## src/rtl/mips_cpu_arb_pkg.sv

```systemverilog
`default_nettype none
// ============================================================================
// Module  : mips_cpu_arb_pkg
// Purpose : Shared types and default widths for the CPU memory arbiter.
//           arb_state_t : arbiter FSM states (IDLE, GNT_I, GNT_D)
//           req_id_t    : requester identity (instruction fetch / data)
// Ports   : none (package)
// Rev     : 1.0  initial release
// ============================================================================
package mips_cpu_arb_pkg;

  localparam int c_ADDR_W = 32;
  localparam int c_DATA_W = 32;

  typedef enum logic [1:0] {
    IDLE  = 2'd0,
    GNT_I = 2'd1,
    GNT_D = 2'd2
  } arb_state_t;

  typedef enum logic {
    REQ_I = 1'b0,
    REQ_D = 1'b1
  } req_id_t;

endpackage : mips_cpu_arb_pkg
`default_nettype wire

```

## src/rtl/mips_cpu_arb_timeout.sv

```systemverilog
`default_nettype none
// ============================================================================
// Module  : mips_cpu_arb_timeout
// Purpose : Saturating wait-cycle counter with synchronous clear and a sticky
//           flag that rises in the same cycle the count reaches MAX_COUNT.
//           MAX_COUNT = 0 removes the counter and ties the flag low.
// Ports   : clk     - clock
//           rst_n   - synchronous active-low reset (clears count and flag)
//           i_clr   - clear count (flag is unaffected)
//           i_en    - count one waited cycle
//           o_flag  - sticky timeout flag
// Rev     : 1.0  initial release
// ============================================================================
module mips_cpu_arb_timeout #(
  parameter int MAX_COUNT = 1024
) (
  input  logic clk,
  input  logic rst_n,
  input  logic i_clr,
  input  logic i_en,
  output logic o_flag
);

  generate
    if (MAX_COUNT == 0) begin : g_disabled
      assign o_flag = 1'b0;
    end else begin : g_enabled
      localparam int c_CNT_W = $clog2(MAX_COUNT + 1);
      localparam logic [c_CNT_W-1:0] c_MAX = c_CNT_W'(MAX_COUNT);

      logic [c_CNT_W-1:0] r_count;
      logic               r_flag;

      always_ff @(posedge clk) begin
        if (!rst_n) begin
          r_count <= '0;
          r_flag  <= 1'b0;
        end else begin
          if (i_clr) begin
            r_count <= '0;
          end else if (i_en && (r_count != c_MAX)) begin
            r_count <= r_count + 1'b1;
            // Flag becomes visible together with count == MAX.
            if (r_count == (c_MAX - 1'b1)) begin
              r_flag <= 1'b1;
            end
          end
        end
      end

      assign o_flag = r_flag;
    end
  endgenerate

endmodule : mips_cpu_arb_timeout
`default_nettype wire

```

## src/rtl/mips_cpu_mem_arbiter.sv

```systemverilog
`default_nettype none
// ============================================================================
// Module  : mips_cpu_mem_arbiter
// Purpose : Shares one wait-stated memory bus between the CPU fetch (instr_*)
//           and data (data_*) ports, one transaction at a time. Flags bus
//           hangs (timeout_err) and simultaneous read+write (proto_err).
// Config  : MIPS_MEM_ARB_RR_EN defined   -> round-robin arbitration
//           MIPS_MEM_ARB_RR_EN undefined -> fixed priority, data over instr
// Ports   : clk, rst_n (sync, active-low)
//           instr_address/read        -> fetch request
//           instr_readdata/waitrequest <- fetch response
//           data_address/read/write/writedata/byteenable -> data request
//           data_readdata/waitrequest <- data response
//           mem_address/read/write/writedata/byteenable  -> memory
//           mem_readdata/waitrequest  <- memory
//           timeout_err, proto_err    -> sticky error flags
// Rev     : 1.0  initial release
// ============================================================================
module mips_cpu_mem_arbiter
  import mips_cpu_arb_pkg::*;
#(
  parameter int ADDR_W         = c_ADDR_W,
  parameter int DATA_W         = c_DATA_W,
  parameter int TIMEOUT_CYCLES = 1024
) (
  input  logic                clk,
  input  logic                rst_n,
  input  logic [ADDR_W-1:0]   instr_address,
  input  logic                instr_read,
  output logic [DATA_W-1:0]   instr_readdata,
  output logic                instr_waitrequest,
  input  logic [ADDR_W-1:0]   data_address,
  input  logic                data_read,
  input  logic                data_write,
  input  logic [DATA_W-1:0]   data_writedata,
  input  logic [DATA_W/8-1:0] data_byteenable,
  output logic [DATA_W-1:0]   data_readdata,
  output logic                data_waitrequest,
  output logic [ADDR_W-1:0]   mem_address,
  output logic                mem_read,
  output logic                mem_write,
  output logic [DATA_W-1:0]   mem_writedata,
  output logic [DATA_W/8-1:0] mem_byteenable,
  input  logic [DATA_W-1:0]   mem_readdata,
  input  logic                mem_waitrequest,
  output logic                timeout_err,
  output logic                proto_err
);

  arb_state_t r_state;
  arb_state_t w_state_next;
  req_id_t    w_winner;
  logic       w_instr_req;
  logic       w_data_req;
  logic       w_complete;
  logic       r_proto_err;

  assign w_instr_req = instr_read;
  assign w_data_req  = data_read | data_write;
  assign w_complete  = (r_state != IDLE) && !mem_waitrequest;

  // Winner used only when leaving IDLE; on completion the other requester
  // is the only candidate, so no priority decision is needed there.
`ifdef MIPS_MEM_ARB_RR_EN
  req_id_t r_rr_ptr;

  always_comb begin
    w_winner = REQ_I;
    if (w_instr_req && w_data_req) begin
      w_winner = r_rr_ptr;
    end else if (w_data_req) begin
      w_winner = REQ_D;
    end
  end

  // Pointer names the requester that did not just finish.
  always_ff @(posedge clk) begin
    if (!rst_n) begin
      r_rr_ptr <= REQ_I;
    end else if (w_complete) begin
      r_rr_ptr <= (r_state == GNT_I) ? REQ_D : REQ_I;
    end
  end
`else
  assign w_winner = w_data_req ? REQ_D : REQ_I;
`endif

  always_ff @(posedge clk) begin
    if (!rst_n) begin
      r_state <= IDLE;
    end else begin
      r_state <= w_state_next;
    end
  end

  always_comb begin
    w_state_next      = r_state;
    mem_address       = '0;
    mem_read          = 1'b0;
    mem_write         = 1'b0;
    mem_writedata     = '0;
    mem_byteenable    = '0;
    instr_readdata    = '0;
    instr_waitrequest = 1'b1;
    data_readdata     = '0;
    data_waitrequest  = 1'b1;
    case (r_state)
      IDLE: begin
        if (w_instr_req || w_data_req) begin
          w_state_next = (w_winner == REQ_D) ? GNT_D : GNT_I;
        end
      end
      GNT_I: begin
        mem_address       = instr_address;
        mem_read          = instr_read;
        mem_byteenable    = '1;
        instr_readdata    = mem_readdata;
        instr_waitrequest = mem_waitrequest;
        if (w_complete) begin
          w_state_next = w_data_req ? GNT_D : IDLE;
        end
      end
      GNT_D: begin
        mem_address      = data_address;
        // A read+write collision is executed as a write.
        mem_read         = data_read & ~data_write;
        mem_write        = data_write;
        mem_writedata    = data_writedata;
        mem_byteenable   = data_byteenable;
        data_readdata    = mem_readdata;
        data_waitrequest = mem_waitrequest;
        if (w_complete) begin
          w_state_next = w_instr_req ? GNT_I : IDLE;
        end
      end
      default: begin
        w_state_next = IDLE;
      end
    endcase
  end

  always_ff @(posedge clk) begin
    if (!rst_n) begin
      r_proto_err <= 1'b0;
    end else if (data_read && data_write) begin
      r_proto_err <= 1'b1;
    end
  end

  assign proto_err = r_proto_err;

  mips_cpu_arb_timeout #(
    .MAX_COUNT (TIMEOUT_CYCLES)
  ) u_timeout (
    .clk    (clk),
    .rst_n  (rst_n),
    .i_clr  ((r_state == IDLE) || w_complete),
    .i_en   ((r_state != IDLE) && mem_waitrequest),
    .o_flag (timeout_err)
  );

endmodule : mips_cpu_mem_arbiter
`default_nettype wire
```

## config.mk

```make
export PLATFORM = sky130hd
export DESIGN_NAME = mips_cpu_mem_arbiter
export DESIGN_NICKNAME = d
export VERILOG_FILES = /design/src/rtl/mips_cpu_arb_pkg.sv /design/src/rtl/mips_cpu_arb_timeout.sv /design/src/rtl/mips_cpu_mem_arbiter.sv
export SDC_FILE = /design/constraint.sdc
export NUM_CORES = 1
export LEC_CHECK = 0
export ABC_AREA = 1
export BUFFER_PORTS_ARGS = -buffer_cell sky130_fd_sc_hd__buf_2
export CAP_MARGIN = 20
export CELL_PAD_IN_SITES_DETAIL_PLACEMENT = 0
export CELL_PAD_IN_SITES_GLOBAL_PLACEMENT = 1
export CORE_ASPECT_RATIO = 0.7
export CORE_UTILIZATION = 18
export CTS_CLUSTER_DIAMETER = 100
export CTS_CLUSTER_SIZE = 28
export DETAILED_ROUTE_END_ITERATION = 16
export HOLD_SLACK_MARGIN = 0.02
export PLACE_DENSITY_LB_ADDON = 0.1
export SKIP_LAST_GASP = 1
export SLEW_MARGIN = 20
export SYNTH_ARGS = -nofsm -noshare
export SYNTH_HDL_FRONTEND = slang
export SYNTH_SLANG_ARGS = --single-unit
```

## constraint.sdc

```tcl
create_clock -name clk -period 2.3 [get_ports clk]
set_clock_uncertainty 0.2 [all_clocks]
set_input_delay 0.69 -clock clk [delete_from_list [all_inputs] [get_ports clk]]
set_output_delay 0.69 -clock clk [all_outputs]
set_load 0.005 [all_outputs]
```

Word-level counts from Yosys, hierarchy flattened
Index checks and enable logic that the tools add are counted.

operators by class
  reductions and logical operators = 12
  bitwise gates (word level) = 5
  equal/unequal tests = 7
  $add $sub $neg = 1
  multiplexer cells = 17

operators by type and width
  kind                                                                      count
  32-bit two-way mux                                                        3
  32-bit one-hot mux with 2 select lines                                    1
  11-bit by 1-bit adder with 11-bit output (second input constant)          1
  11-bit by 10-bit equality test with 1-bit output (second input constant)  1
  11-bit inequality test (second input constant)                            1
  2-bit two-way mux                                                         5
  4-bit one-hot mux with 2 select lines                                     1
  2-bit inequality test (second input constant)                             3
  2-bit one-hot mux with 3 select lines                                     1
  3-bit AND reduction                                                       2
  1-bit two-way mux                                                         5
  1-bit logical AND                                                         4
  1-bit NOT                                                                 3
  2-bit by 1-bit equality test with 1-bit output (second input constant)    1
  2-bit equality test (second input constant)                               1
  2-bit logical NOT                                                         1
  1-bit logical OR                                                          2
  1-bit one-hot mux with 2 select lines                                     1
  2-bit nonzero test                                                        1
  2-bit OR reduction                                                        1
  1-bit bitwise AND                                                         1
  1-bit logical NOT                                                         1
  1-bit bitwise OR                                                          1

word-level totals
  register bits after elaboration = 15
  input bits = 138

Depth between registers and ports, before layout
Gate-level depths: netlist of run 1.

  depth after elaboration = 5
  mapped depth = 8
  gate-level depth less buffers = 8

By module
A second synthesis of run 1 with hierarchy kept.

unflattened totals
  cell total of the unflattened synthesis = 480
  area, all modules = 2388.5 sq um

modules (own cells, without submodules)
  module                cells each  area each (sq um)  instances  sequential area each (sq um)
  mips_cpu_mem_arbiter  366         1606.5             1          60.1
  mips_cpu_arb_timeout  114         782.0              1          240.2

Worst setup path before layout of run 1
OpenSTA, ideal clock, no wires.

  kind = reg-to-output
  start = reg r_state[1]
  end = out mem_address[15]
  slack = 224 ps
  stages on the path, launching flop included = 7
  arrival = 1186 ps
  path through = dfxtp_1 inv_1 ha_1 buf_2 clkbuf_1 nand2_1 a21oi_1

on the way
  longest elaborated chain between the ends = 2

RTL lines
  what                                                                                   RTL line                     text
  start: declaration                                                                     mips_cpu_mem_arbiter.sv:50   arb_state_t r_state;
  start signal: assignment                                                               mips_cpu_mem_arbiter.sv:92   r_state <= w_state_next;
  2-bit equality test or 2-bit by 1-bit equality test with 1-bit output (tied branches)  mips_cpu_mem_arbiter.sv:107  case (r_state)
  32-bit one-hot mux with 2 select lines *                                               mips_cpu_mem_arbiter.sv:107
  end: declaration                                                                       mips_cpu_mem_arbiter.sv:39   output logic [ADDR_W-1:0] mem_address,

Every way passes the cells marked *; elsewhere a longest branch is shown, timed or not.

Worst setup path after layout of run 1
  start = reg r_state[1]
  end = out instr_readdata[4]

on the way
  longest elaborated chain between the ends = 2

RTL lines
  what                                            RTL line                     text
  2-bit by 1-bit equality test with 1-bit output  mips_cpu_mem_arbiter.sv:107
  32-bit two-way mux                              mips_cpu_mem_arbiter.sv:107
  end: declaration                                mips_cpu_mem_arbiter.sv:30   output logic [DATA_W-1:0] instr_readdata,

No other way between the ends.

==> qor.yml, run 1 <==
critical_path:
  crit_type: "register to output pin"
  cpLargestDelayFamily: "buffers and inverters"
  reg2regPathDepth: 9
  cp-end-kind: "output pin"
  startpoint_type: "register"
  cp_slowest_cell: "dfxtp_4"
  cpMostUsedCell: "buf_12"
  cp_num_buf_inv: 6
  critPathArrivalTime_ps: 1500
  crit_fanout: 10
  crit_path_max_incr_delay_ps: 380
  required_ps: 1410
  worst-path-stages: 8
  cp_cell_sequence: "inv_4 -> ha_4 -> buf_12 -> buf_12 -> buf_16 -> nand2_1 -> inv_1 -> buf_2"
power:
  p_per_area_nw_per_um2: 955
  leakagePower_nw: 3.32
  irDropWorstVdd_mv: 0.468
yosys:
  synth_fp_nets: 603
  synth_compound_area_share_pct: 13.0
  avgSynthCellArea_um2: 4.75
  synth_top_area_share_pct: 33.9
  yosys_warnings: 0
  synth_simple_gate_area_share_pct: 44.3
  ys_ff_latch: 15
  synth_cell_types: 22
  synth-xor-area-share_pct: 1.21
  syn_inst: 459
  synth_edf_count: 0
  synth_seq_area_share_pct: 13.8
  muxShareOfSynthArea_pct: 0
  synthFlopType: "dfxtp_1"
  synth-adder-area-share_pct: 3.44
  ys_top_cells_by_area: "nand2_1 (34%), inv_1 (19%), dfxtp_1 (14%), a21oi_1 (11%), nor2_1 (4.8%)"
  synthesis.area_um2: 2180
  postSynth.asyncResetShare_pct: 0
  synth_top_cell_by_area: "nand2_1"
  synth_top_family_by_area: "simple AND/OR/NAND/NOR gates"
sta:
  rsz0062_at_grt: "true"
  setup_tns_ps: -2860
  timing.final.crit_share_pct: 104
  min_period_ps: 2390
  finalSetupViolCount: 69
  hold_slack_ps: 246
  relSlewSlack_pct: 75.2
  tightest_slew_ps: 372
  setup_slack_ps: -86.5
  fmax_ghz: 0.419
  drv_slew: 0
  finalHoldViolations: 0
clock_network:
  path_clk_slew_ps: 50
  cts_root_buffer: "clkbuf_16"
  cts_buffers: 3
  insertion_delay_ps: 250
  cts_tree: "yes"
  h-tree-depth: 1
  ctsLongestPathBuffers: 2
  numClockSinks: 15
min_path:
  hold_path.class: "register to register"
  whs_path_depth: 2
place:
  gp_congestion: 0.923
  hpwl_um: 9160
  io_buffer_count: 275
run:
  maxCapViolCount: 0
floorplan:
  ioPinCount: 276
  rows: 33
  die_w_um: 134
  die_h_um: 94.1
  initial_core_util_pct: 18.5
  dieArea_um2: 12600
  core_um2: 11800
cells_and_area:
  area_growth_pct: 128
  layout-drive-gt1-share_pct: 57.8
  n_fill_cell: 1315
  fin_util_pct: 42.2
  final_nets: 903
grt:
  grt_pass1_wl_um: 16500
  grt_pass1_vias: 3216
  gr-total-overflow: 0
  grt_max_degree: 32
  grt_usage_pct: 16.6
  antenna_found_initial: 1
routing:
  viasPerCell: 4.12
  vias: 3770
  drc: 0
  antenna_left: 0
  drt-total-wl_um: 12700
  drt-initial-drc-count: 126
  avgRoutedWirePerCell_um: 13.8
  first_pass_iters: 4
outcome:
  violations: "negative setup slack"
  outcome: "finished with violations"
-- routing by layer --
| metal | global-route usage, % | wire [um] | vias up |
|---|---|---|---|
| li1 | - | - | 1926 |
| met1 | 19.2 | 5180 | 1658 |
| met2 | 32.6 | 6460 | 174 |
| met3 | 3.18 | 872 | 12 |
| met4 | 1.52 | 147 | 0 |
| met5 | 0 | 0 | - |
-- area by class of cell --
class | count | area (um2) | area share (%)
timing repair buffer | 318 | 2220 | 44.7
multi-input combinational | 308 | 1730 | 34.8
tap | 157 | 196 | 3.95
antenna | 1 | 2.50 | 0.0504
clock buffer | 4 | 78.8 | 1.59
inverter | 113 | 432 | 8.69
sequential | 15 | 308 | 6.19
-- synth_stat cells, types with 3 or more instances --
master / instances
nand2_1: 197
inv_1: 112
a21oi_1: 47
nor2_1: 28
dfxtp_1: 15
buf_2: 9
clkbuf_1: 9
ha_1: 6
nand3_1: 6
nor2_2: 5
o21ai_0: 5
buf_1: 4
nand4_1: 3
xor2_1: 3
-- final timing paths --
check | startpoint | end | slack, ps
worst max-delay path | r_state[1] | instr_readdata[4] | -90
worst max register to register | r_state[1] | r_state[1] | 460
worst min-delay path | u_timeout.o_flag | u_timeout.o_flag | 250
worst min register to register | u_timeout.o_flag | u_timeout.o_flag | 250
-- flip-flops by register name (all words and copies together), names as in the netlist --
signal                       count
r_state                          2
proto_err                        1
u_timeout.g_enabled.r_count     11
u_timeout.o_flag                 1
-- report_power, final --
group / internal (mW) / switching, mW / leakage (nW)
Combinational: 2.07 / 2.00 / 3.16
Sequential: 0.292 / 0.0390 / 0.123
Clock: 0.235 / 0.111 / 0.0382
Total: 2.59 / 2.15 / 3.32
-- cells in the final DEF (no fill, tap or decap), types with 14 or more instances in the layout --
cell type,count
a21oi_1,37
buf_2,258
buf_6,22
clkbuf_16,14
inv_1,81
inv_2,30
nand2_1,137
nand2_2,30
nand2_4,30
nor2_1,28
-- through the flow --
step | area [um2] | power (mW) | setup slack (ps) | std cells
after detailed placement | 3840 | 2.88 | 14.4 | 879
after floorplan | 2180 | 1.57 | 224 | 459
final | 4970 | 4.74 | -86.5 | 916
after global routing | 4970 | 5.10 | -144 | 916
after CTS | 4090 | 3.55 | -79.6 | 893
after global placement | 3840 | 2.90 | 17.9 | 879
-- worst min-delay path, cell delays in order (launching register included) --
cell and delay, ps:
dfxtp_1 300, inv_1 50, a21oi_1 50
-- kinds of logic (layout without fill, tap and decap cells) --
group,Yosys count,after routing
adders and majority gates,6,6
xor gates and xnor gates,3,3
buffers and inverters,136,435
DFF,15,15
other,0,1
AOI/OAI and AO/OA,55,55
and+or+nand+nor,244,244
-- repair_timing --
action                     4_1_cts  5_1_grt
resized for setup               11      158
setup buffers                    8        7
gates cloned                     2       15
hold buffers                     0        0
pin swaps                        1        6
setup endpoints to repair      122      111
Note: power is estimated with default switching activity, not from simulation.
==> run 2, diff against run 1 <==
Clock period 2.3 ns to 2.7 ns, I/O delays scaled along.
==> run 2 against run 1 <==
  * The run now ends clean
  * Count of clock-buffer cells in the layout did not move
  * Combinational power fell by 49%
  * Via count shrank 5.3%
  * Core utilization shrank 9.4 points
  * Final cell count decreased by 4.1%
  * Global-route usage is 0.57 points lower
  * Register-to-register slack gained 260 ps
  * Power shrank 45%
  * Non-clock buffer count shrank 37
  * Sequential power decreased by 22%
  * Clock power shrank 16%
  * Wire length fell by 15%
==> qor.yml, run 2 (synthesis gave the netlist of run 1 again) <==
routing:
  viasPerCell: 4.07  # -1.2%
  vias: 3570  # -5.3%
  drc: 0  # unchanged
  first_pass_iters: 4  # unchanged
  drt-initial-drc-count: 112  # -11%
  antenna_left: 0  # unchanged
  avgRoutedWirePerCell_um: 12.2  # -12%
  drt-total-wl_um: 10700  # -15%
floorplan:
  rows: 33  # unchanged
  die_w_um: 134  # unchanged
  dieArea_um2: 12600  # unchanged
  initial_core_util_pct: 18.5  # unchanged
  ioPinCount: 276  # unchanged
  core_um2: 11800  # unchanged
  die_h_um: 94.1  # unchanged
critical_path:
  critPathArrivalTime_ps: 1600  # +100 ps
  cp-end-kind: "output pin"
  crit_fanout: 33  # +23
  required_ps: 1690  # +280 ps
  crit_type: "register to output pin"
  startpoint_type: "register"
cells_and_area:
  n_antenna_cell: 0  # -1
  layout-drive-gt1-share_pct: 41.5  # -16 points
  fin_area_um2: 3870  # -22%
  mostFrequentLayoutCells: "buf_2 (275), nand2_1 (197), inv_1 (112)"
  largest_reg_flops: 11  # unchanged
  final_nets: 866  # -4.1%
  final_common_cell: "buf_2"
  largest_register: "u_timeout.g_enabled.r_count"
  area_growth_pct: 77.4
  reg_top3: "u_timeout.g_enabled.r_count (11), r_state (2)"
grt:
  grt_pass1_vias: 3219  # +0.093%
  grt_max_degree: 83  # +160%
  grt_pass1_wl_um: 16200  # -1.7%
  grt_usage_pct: 16.0  # -0.57 points
  gr-total-overflow: 0  # unchanged
  antenna_found_initial: 0  # -1
sta:
  relSlewSlack_pct: 66.6  # -8.6 points
  finalSetupViolCount: 0  # -100%
  rsz0062_at_grt: "true"
  hold_slack_ps: 252  # +5.90 ps
  min_period_ps: 2610
  timing.final.crit_share_pct: 96.8
  drv_slew: 0  # unchanged
  finalHoldViolations: 0  # unchanged
  fmax_ghz: 0.383
  tightest_slew_ps: 501  # +129 ps
clock_network:
  insertion_delay_ps: 240  # about the same
  cts_tree: "yes"
  cts_buffers: 3  # unchanged
  ctsLongestPathBuffers: 2  # unchanged
  h-tree-depth: 1  # unchanged
  path_clk_slew_ps: 50  # about the same
  cts_setup_buffers: 0  # -8
  numClockSinks: 15  # unchanged
  hold_buffers: 0  # unchanged
  cts_root_buffer: "clkbuf_16"
place:
  place_area_um2: 3740  # -2.8%
  io_buffer_count: 275  # unchanged
  gp_congestion: 0.845  # -8.4%
  hpwl_um: 8710  # -4.9%
power:
  p_per_area_nw_per_um2: 680  # -29%
  irDropWorstVdd_mv: 0.496  # +6.1%
  power_mw: 2.63  # -45%
  leakagePower_nw: 2.82  # -15%
min_path:
  hold_path.class: "register to register"
run:
  maxCapViolCount: 0  # unchanged
outcome:
  outcome: "complete, no violations"
==> run 2: changes by cell type in the layout (fill, tap and decap cells not counted), sizes merged <==
cell / previous run / this run
buf: 307 / 280
clkbuf: 15 / 5
diode: 1 / 0
==> run 2: metrics by stage <==
step                TNS (ps)  setup WS [ps]  cells  utilization [%]
floorplan                  0            504    459                -
global placement           0            335    873             31.8
detailed placement         0            262    873             31.8
CTS                        0           25.7    877             32.5
global route            -193          -26.5    878             32.9
finish                     0           87.2    878             32.9
==> run 2: layout make-up <==
cell class / instances / area (um2)
Tap cell: 157 / 196
Multi-Input combinational cell: 308 / 1380
Timing Repair Buffer: 281 / 1490
Clock buffer: 4 / 78.8
Inverter: 113 / 424
Fill cell: 1376 / 7900
Sequential cell: 15 / 300
==> run 2: worst paths after layout <==
path / from / endpoint / slack (ps) / depth (start not counted)
worst max-delay path: r_state[0] / mem_address[21] / 90 / 6
worst min-delay path: u_timeout.o_flag / u_timeout.o_flag / 250 / 2
worst max register to register: r_state[0] / u_timeout.g_enabled.r_count[9] / 720 / 8
worst min register to register: u_timeout.o_flag / u_timeout.o_flag / 250 / 2
==> run 2: power by group <==
group	switching (mW)	internal (mW)	total [mW]
Sequential	0.0177	0.240	0.257
Combinational	1.24	0.843	2.09
Clock	0.0887	0.200	0.289
Total	1.35	1.28	2.63
==> run 2: critical path, stage by stage (launching register included) <==
cell	delay [ps]
dfxtp_1	370
inv_1	110
ha_1	320
inv_1	70
buf_12	170
a21oi_1	160
buf_2	140
==> run 2: repair_timing <==
item                                    CTS  global route
endpoints found under the setup margin    1            25
cloned                                    0             1
gates resized for setup                   1             6
endpoints found under the hold margin     0             0
==> run 2: routing by layer <==
metal  wire, um  up-vias  GRT usage (%)
li1           -     1847              -
met1       4420     1544           18.7
met2       5390      169           31.0
met3        814       10           2.97
met4         94        0           2.18
met5          0        -              0
